`src/rtl/mips_exec_ctrl.sv`:
```
// Single-cycle MIPS execute/control slice: main and ALU decode,
// operand-B select, 32-bit ALU and a registered result/zero status copy.
module mips_exec_ctrl #(
  parameter int WIDTH = 32
) (
  input  logic             clk,
  input  logic             rst_n,
  input  logic [5:0]       opcode,
  input  logic [5:0]       funct,
  input  logic [WIDTH-1:0] src_a,
  input  logic [WIDTH-1:0] rd2,
  input  logic [WIDTH-1:0] sign_imm,
  output logic             mem_to_reg,
  output logic             mem_write,
  output logic             branch,
  output logic             alu_src,
  output logic             reg_dst,
  output logic             reg_write,
  output logic [2:0]       alu_control,
  output logic [WIDTH-1:0] src_b,
  output logic [WIDTH-1:0] alu_result,
  output logic             zero,
  output logic             pc_src,
  output logic [WIDTH-1:0] alu_result_q,
  output logic             zero_q
);

  localparam logic [5:0] OP_RTYPE = 6'b000000;
  localparam logic [5:0] OP_LW    = 6'b100011;
  localparam logic [5:0] OP_SW    = 6'b101011;
  localparam logic [5:0] OP_BEQ   = 6'b000100;
  localparam logic [5:0] OP_ADDI  = 6'b001000;

  localparam logic [5:0] FN_ADD = 6'b100000;
  localparam logic [5:0] FN_SUB = 6'b100010;
  localparam logic [5:0] FN_AND = 6'b100100;
  localparam logic [5:0] FN_OR  = 6'b100101;
  localparam logic [5:0] FN_SLT = 6'b101010;

  logic [1:0] aluop;
  logic       reg_write_main;
  logic       funct_bad;

  always_comb begin
    reg_write_main = 1'b0;
    reg_dst        = 1'b0;
    alu_src        = 1'b0;
    branch         = 1'b0;
    mem_write      = 1'b0;
    mem_to_reg     = 1'b0;
    aluop          = 2'b00;
    unique case (1'b1)
      (opcode == OP_RTYPE): begin
        reg_write_main = 1'b1;
        reg_dst        = 1'b1;
        aluop          = 2'b10;
      end
      (opcode == OP_LW): begin
        reg_write_main = 1'b1;
        alu_src        = 1'b1;
        mem_to_reg     = 1'b1;
      end
      (opcode == OP_SW): begin
        alu_src   = 1'b1;
        mem_write = 1'b1;
      end
      (opcode == OP_BEQ): begin
        branch = 1'b1;
        aluop  = 2'b01;
      end
      (opcode == OP_ADDI): begin
        reg_write_main = 1'b1;
        alu_src        = 1'b1;
      end
      default: ;
    endcase
  end

  always_comb begin
    alu_control = 3'b010;
    funct_bad   = 1'b0;
    unique case (aluop)
      2'b00: alu_control = 3'b010;
      2'b01: alu_control = 3'b110;
      2'b10: begin
        unique case (1'b1)
          (funct == FN_ADD): alu_control = 3'b010;
          (funct == FN_SUB): alu_control = 3'b110;
          (funct == FN_AND): alu_control = 3'b000;
          (funct == FN_OR):  alu_control = 3'b001;
          (funct == FN_SLT): alu_control = 3'b111;
          default: begin
            alu_control = 3'b000;
            funct_bad   = 1'b1;
          end
        endcase
      end
      default: alu_control = 3'b010;
    endcase
  end

  // Unsupported R-type functs must not write the register file.
  assign reg_write = reg_write_main & ~funct_bad;

  assign src_b = alu_src ? sign_imm : rd2;

  always_comb begin
    alu_result = '0;
    unique case (alu_control)
      3'b000: alu_result = src_a & src_b;
      3'b001: alu_result = src_a | src_b;
      3'b010: alu_result = src_a + src_b;
      3'b100: alu_result = src_a & ~src_b;
      3'b101: alu_result = src_a | ~src_b;
      3'b110: alu_result = src_a - src_b;
      3'b111: alu_result = {{(WIDTH-1){1'b0}},
                            ($signed(src_a) < $signed(src_b))};
      default: alu_result = '0;
    endcase
  end

  assign zero   = (alu_result == '0);
  assign pc_src = branch & zero;

  always_ff @(posedge clk or negedge rst_n) begin
    if (!rst_n) begin
      alu_result_q <= '0;
      zero_q       <= 1'b0;
    end else begin
      alu_result_q <= alu_result;
      zero_q       <= zero;
    end
  end

endmodule

```
`config.mk`:
```
export PLATFORM = sky130hd
export DESIGN_NAME = mips_exec_ctrl
export DESIGN_NICKNAME = d
export VERILOG_FILES = /design/src/rtl/mips_exec_ctrl.sv
export SDC_FILE = /design/constraint.sdc
export NUM_CORES = 1
export LEC_CHECK = 0
export BUFFER_PORTS_ARGS = -buffer_cell sky130_fd_sc_hd__buf_4
export CELL_PAD_IN_SITES_DETAIL_PLACEMENT = 1
export CELL_PAD_IN_SITES_GLOBAL_PLACEMENT = 1
export CORE_ASPECT_RATIO = 2
export CORE_MARGIN = 2
export CORE_UTILIZATION = 38
export DETAILED_ROUTE_END_ITERATION = 6
export GPL_ROUTABILITY_DRIVEN = 0
export HOLD_SLACK_MARGIN = 0.15
export PLACE_DENSITY_LB_ADDON = 0.1
export SYNTH_ARGS = -nofsm -noshare
export SYNTH_HDL_FRONTEND = slang
export SYNTH_SLANG_ARGS = --single-unit
```
`constraint.sdc`:
```
create_clock -name clk -period 13 [get_ports clk]
set_input_delay 3.9 -clock clk [delete_from_list [all_inputs] [get_ports clk]]
set_output_delay 3.9 -clock clk [all_outputs]
set_load 0.05 [all_outputs]
```
==> results of run 1 <==
==> sequential cells by signal, indices dropped and copies added, names as in the netlist <==
name	flops
alu_result_q	32
zero_q	1
==> through the flow <==
stage               hold slack, ns  setup WS [ns]  area [um^2]  power (uW)
floorplan                     3.60        0.00683         7270         546
global placement              3.88          0.168         9700         801
detailed placement            3.88         0.0551         9700         807
CTS                           3.58         0.0362         9880         951
global route                  3.60        -0.0215         9980        1000
finish                        3.57          0.175         9980         969
==> where the power goes <==
group / leakage [uW] / switching [uW] / internal, uW / total [uW]
sequential: 0.000382 / 7.92 / 123 / 131
combinational: 0.00411 / 467 / 228 / 696
clock: 0.0000841 / 46.0 / 95.8 / 142
total: 0.00458 / 521 / 447 / 969
==> cells by family after synthesis <==
logic type | synth area share (%)
xor+xnor | 2.45
mux | 4.42
flops | 11.6
compound gates | 39.4
buf+inv | 7.27
simple gates | 22.9
fa+ha+maj | 12.0
==> worst max path at each step <==
stage	start	cells after the start	to
final	opcode[5]	21	zero
after global routing	opcode[1]	21	pc_src
after CTS	opcode[1]	21	zero
after detailed placement	opcode[1]	21	zero
after global placement	opcode[1]	21	zero
after floorplan	opcode[1]	19	pc_src
==> layout by cell type, fill, tap and decap left out, types with 6 or more instances in the layout <==
cell	instances
a211o_1	12
a211oi_1	18
a21o_1	23
a21oi_1	81
a221o_1	6
a221oi_1	7
a31oi_1	11
buf_4	306
dfrtp_1	33
ha_1	65
inv_1	77
mux2i_1	24
nand2_1	83
nand2b_1	10
nand3_1	18
nand4_1	15
nor2_1	65
nor2b_1	14
nor3_1	23
nor4_1	12
o2111ai_1	6
o211ai_1	26
o21a_1	15
o21ai_0	57
o21bai_1	8
o221ai_1	15
o22ai_1	8
o31ai_1	11
or2_2	9
or3_1	8
or4_1	9
xnor2_1	18
==> synth_stat cells (15+ instances only) <==
cell type,n
a21oi_1,83
xnor2_1,18
dfrtp_1,33
nand2_1,85
o21ai_0,63
nor2_1,67
a211oi_1,18
a21o_1,23
nor4_1,15
ha_1,65
o21a_1,15
inv_1,78
o211ai_1,26
nor3_1,26
clkbuf_1,47
mux2i_1,27
o221ai_1,15
nand4_1,15
nand3_1,21
==> per-layer routing <==
metal / wire [um] / part of all wire [%]
met5: 0 / 0
met1: 12500 / 31
met3: 2160 / 5.4
met4: 5140 / 13
met2: 20500 / 51
==> area by class of cell <==
class | count | area [um^2] | share of cell area [%]
timing repair buffer | 310 | 2370 | 23.7
multi-input combinational | 829 | 6030 | 60.5
clock buffer | 7 | 143 | 1.43
clock inverter | 1 | 30.0 | 0.301
tap | 219 | 274 | 2.75
inverter | 80 | 303 | 3.03
sequential | 33 | 826 | 8.28
==> repair_timing <==
action / in CTS / in global routing
endpoints found under the setup margin: 0 / 3
hold buffers: 0 / 0
gates resized for setup: 0 / 21
==> flow_summary.ini, run 1 <==
[worst_setup_path]
crit_required_ns = 9.10
worstSetupPathType = in -> out
cp_max_fo = 15
critPathMaxStageDelay_ns = 0.58
critical-path-top-delay-family = simple AND/OR/NAND/NOR gates
cpMostUsedCell = buf_4
slowest_stage = or4_1
startpoint_type = input pin
arrival_ns = 8.92
end_kind = output pin
worstPathCellList = buf_4, and3_1, o21ai_2, inv_4, buf_12, nand2_1, nand2_1, ha_1, inv_1, ha_1, o41a_4, nor3_4, xnor2_1, a211o_1, or4_1, nor4_2, and4_1, nand4_1, buf_4, nor3_4, buf_4
path_buf_inv = 6

[synthesis]
async_flop_share_pct = 100
syn_avg_cell_area_um2 = 7.15
synthCells = 998
synth_flop_cell = dfrtp_1
synth_edf_count = 0
synth_top_cell_area_share_pct = 11.6
synthTopCellsByArea = dfrtp_1 12%, ha_1 11%, a21oi_1 5.8%
ys.warnings.count = 0
syn_area_um2 = 7140
syn-num-nets = 1174
ys_seq_elements = 33
yosys.area.top_type = dfrtp_1
seq_area_frac_synth_pct = 11.6
synth_cell_types = 85

[floorplanning]
dieWidth_um = 101
dieArea_um2 = 20000
initial_core_util_pct = 38.3
io_pins = 218
rows = 71
core_area_um2 = 18700
chipHeight_um = 198

[flow_run]
cap_viol_max_count = 0

[sta]
max_slew_margin_pct = 41.9
fin_crit_sh_pct = 98.7
slew_violations = 0
fin_setup_tns_ns = 0
tightestPinTransition_ns = 0.865
hold_viol_final = 0
setup_viol = 0
fin_crit_ns = 12.82
fmax_mhz = 78.0

[detailed_routing]
drc_errors = 0
ant_nets = 0
routed_wl_mm = 40.3
vias_per_cell = 6.72
drt_iter0_drc = 604
post_drt_wl_per_cell_um = 27.2
drt_pre_antenna_iters = 5
via_count = 9940

[status]
outcome = finished clean

[pwr]
p_leak_uw = 0.00458
peakVddDrop_mv = 0.0510
p_per_area_nw_per_um2 = 97.1

[global_routing]
grt_first_pass_wirelength_mm = 58.8
use_met3_pct = 5.61
overflow = 0
grtUsageMet2_pct = 70.4
grt_start_max_net_pins = 34
grt.busiest_layer = met2
track_usage_pct = 39.1
grtUsageMet1_pct = 35.2
grt_antenna_before_repair = 0
grt_pass1_vias = 10300

[cells_and_area]
instances_no_fill = 1479
nNetsFinal = 1435
area_delta_synth_final_pct = 39.7
diodes = 0
fin_util_pct = 53.5
fillers = 2407
layout-drive-gt1-share_pct = 30.7

[clocking]
tritoncts = built
cts_max_level = 2
clk_pin_slew_ns = 0.06
clock-root-buffer = clkbuf_16
cts_buffers = 5
cts_setup_buffers = 0
cts_sinks = 33
clk_path_buf_depth = 2

[worst_hold_path]
hp-class = in -> async

[placement]
hpwl_mm = 32.9
dp.cells = 1471
port_buffers = 217
(Power assumes the default switching activity.)
==> run 2, diff against run 1 <==
--- a/config.mk
+++ b/config.mk
@@ -9,11 +9,12 @@
 export CELL_PAD_IN_SITES_DETAIL_PLACEMENT = 1
 export CELL_PAD_IN_SITES_GLOBAL_PLACEMENT = 1
 export CORE_ASPECT_RATIO = 2
-export CORE_MARGIN = 2
+export CORE_MARGIN = 3
 export CORE_UTILIZATION = 38
 export DETAILED_ROUTE_END_ITERATION = 6
 export GPL_ROUTABILITY_DRIVEN = 0
-export HOLD_SLACK_MARGIN = 0.15
+export GPL_TIMING_DRIVEN = 0
+export HOLD_SLACK_MARGIN = 0.12
 export PLACE_DENSITY_LB_ADDON = 0.1
 export SYNTH_ARGS = -nofsm -noshare
 export SYNTH_HDL_FRONTEND = slang
==> run 2 against run 1 <==
Sequential share of layout area fell by 0.13 points. Via count rose by 0.24%. Sequential power barely moved. Flip-flop and latch count did not move. Final area rose by 1.6%. Clock power barely moved. Core utilization rose by 1.7 points. First-iteration DRC count rose by 6.1%. Critical endpoint unchanged. Fmax fell by 1.3%. Critical path depth fell by 3. Die area rose by 3.0%. Largest power group unchanged. Routed wire length rose by 5.4%.
==> flow_summary.ini, run 2 (same netlist as run 1, synthesis figures left out) <==
[status]
outcome = finished clean

[worst_setup_path]
critPathMaxStageDelay_ns = 0.60
startpoint_type = input pin
slowest_stage = nand2_1
crit_required_ns = 9.10
critical-path-top-delay-family = simple AND/OR/NAND/NOR gates
cp_max_fo = 10
worstPathCellList = buf_4, or3_1, or3_1, inv_1, ha_1, and3b_1, clkbuf_1, o21ai_1, nand2_1, clkbuf_1, a21oi_1, a2111o_1, nor4b_2, and4_1, nand4_1, buf_4, nor3_4, buf_6
arrival_ns = 9.09
end_kind = output pin
path_buf_inv = 6
worstSetupPathType = in -> out

[floorplanning]
initial_core_util_pct = 38.8
core_area_um2 = 18400
rows = 70
chipHeight_um = 200
dieArea_um2 = 20600
dieWidth_um = 103
io_pins = 218

[clocking]
clock-root-buffer = clkbuf_16
cts_max_level = 2
clk_pin_slew_ns = 0.06
tritoncts = built
clk_path_buf_depth = 2
cts_sinks = 33
cts_buffers = 5

[global_routing]
track_usage_pct = 40.0
grt_antenna_before_repair = 1
grt_start_max_net_pins = 34
grt_pass1_vias = 10400
grt_first_pass_wirelength_mm = 61.5
overflow = 0

[worst_hold_path]
hp-class = in -> async

[detailed_routing]
drc_errors = 0
vias_per_cell = 6.86
via_count = 9964
drt_iter0_drc = 641
routed_wl_mm = 42.5
ant_nets = 0
drt_pre_antenna_iters = 5
post_drt_wl_per_cell_um = 29.2

[cells_and_area]
instances_no_fill = 1452
fillers = 2326
biggestRegsByFlops = alu_result_q x32, zero_q x1
area_delta_synth_final_pct = 42.0
layout_common_cells = 233 x buf_4, 82 x nand2_1, 77 x inv_1
layout_commonest_cell = buf_4
diodes = 0
nNetsFinal = 1411
layout-drive-gt1-share_pct = 32.3
finish.instance_area_um2 = 10100
regMostFlops = alu_result_q
largest_register_ffs = 32

[sta]
fin_crit_ns = 12.99
fmax_mhz = 77.0
fin_crit_sh_pct = 99.9
tightestPinTransition_ns = 1.04
hold_viol_final = 0
slew_violations = 0
max_slew_margin_pct = 30.9
setup_viol = 0

[pwr]
p_leak_uw = 0.00444
p_per_area_nw_per_um2 = 95.8
peakVddDrop_mv = 0.0499

[placement]
port_buffers = 217
dpl_cell_area_um2 = 9190
dp.cells = 1433
hpwl_mm = 33.3

[flow_run]
cap_viol_max_count = 0
-- run 2: changes by cell type in the layout (fill, tap and decap cells not counted), moves of 6 or more --
cell      before  now
a21oi_1       81   74
clkbuf_4       0    6
mux2i_4        0    6
buf_2          0    7
nor4_1        12    6
buf_4        306  233
mux2i_1       24   15
clkbuf_1       1   21
clkbuf_2       0   13
-- run 2: worst paths after layout --
path / start / to / slack, ns / depth (start not counted)
setup / recovery: opcode[1] / zero / 0.01 / 18
hold / removal: rst_n / alu_result_q[2] / 3.56 / 1
min in group clk: src_a[5] / alu_result_q[5] / 3.97 / 3
max in group asynchronous: rst_n / alu_result_q[12] / 9.12 / 1
-- run 2: metrics by stage --
step / util (%) / TNS [ns] / power [uW] / hold WS (ns) / setup slack [ns]
global route: 55.1 / -0.276 / 1010 / 3.59 / -0.146
CTS: 52.8 / 0 / 934 / 3.57 / 0.00216
detailed placement: 50.0 / -11.44 / 769 / 3.87 / -1.43
finish: 55.1 / 0 / 972 / 3.56 / 0.00967
global placement: 49.9 / -10.47 / 761 / 3.87 / -1.38
floorplan: - / 0 / 546 / 3.60 / 0.00683
-- run 2: power breakdown --
group / internal (uW) / switching (uW) / leakage (uW)
combinational: 220 / 481 / 0.00398
clock: 90.8 / 50.6 / 0.0000800
sequential: 123 / 6.04 / 0.000382
-- run 2: layout make-up --
cell class | instances | area [um^2] | share of cell area (%)
multi-input combinational | 829 | 6510 | 64.2
timing repair buffer | 235 | 1770 | 17.4
sequential | 33 | 826 | 8.14
inverter | 80 | 308 | 3.04
buffer | 51 | 290 | 2.86
tap | 216 | 270 | 2.67
clock buffer | 5 | 125 | 1.23
clock inverter | 3 | 46.3 | 0.457
-- run 2: repair_timing --
| item | CTS | global route |
|---|---|---|
| gates cloned | 0 | 0 |
| pin swaps | 6 | 18 |
| hold buffers | 0 | 0 |
| gates resized for setup | 86 | 83 |
| endpoints found under the setup margin | 20 | 3 |
| buffers inserted | 5 | 11 |
-- run 2: routing by layer --
metal	global-route usage (%)	wire length, um
met5	0	14
met1	37.3	12900
met3	7.06	2540
met4	37.4	5400
met2	70.7	21600
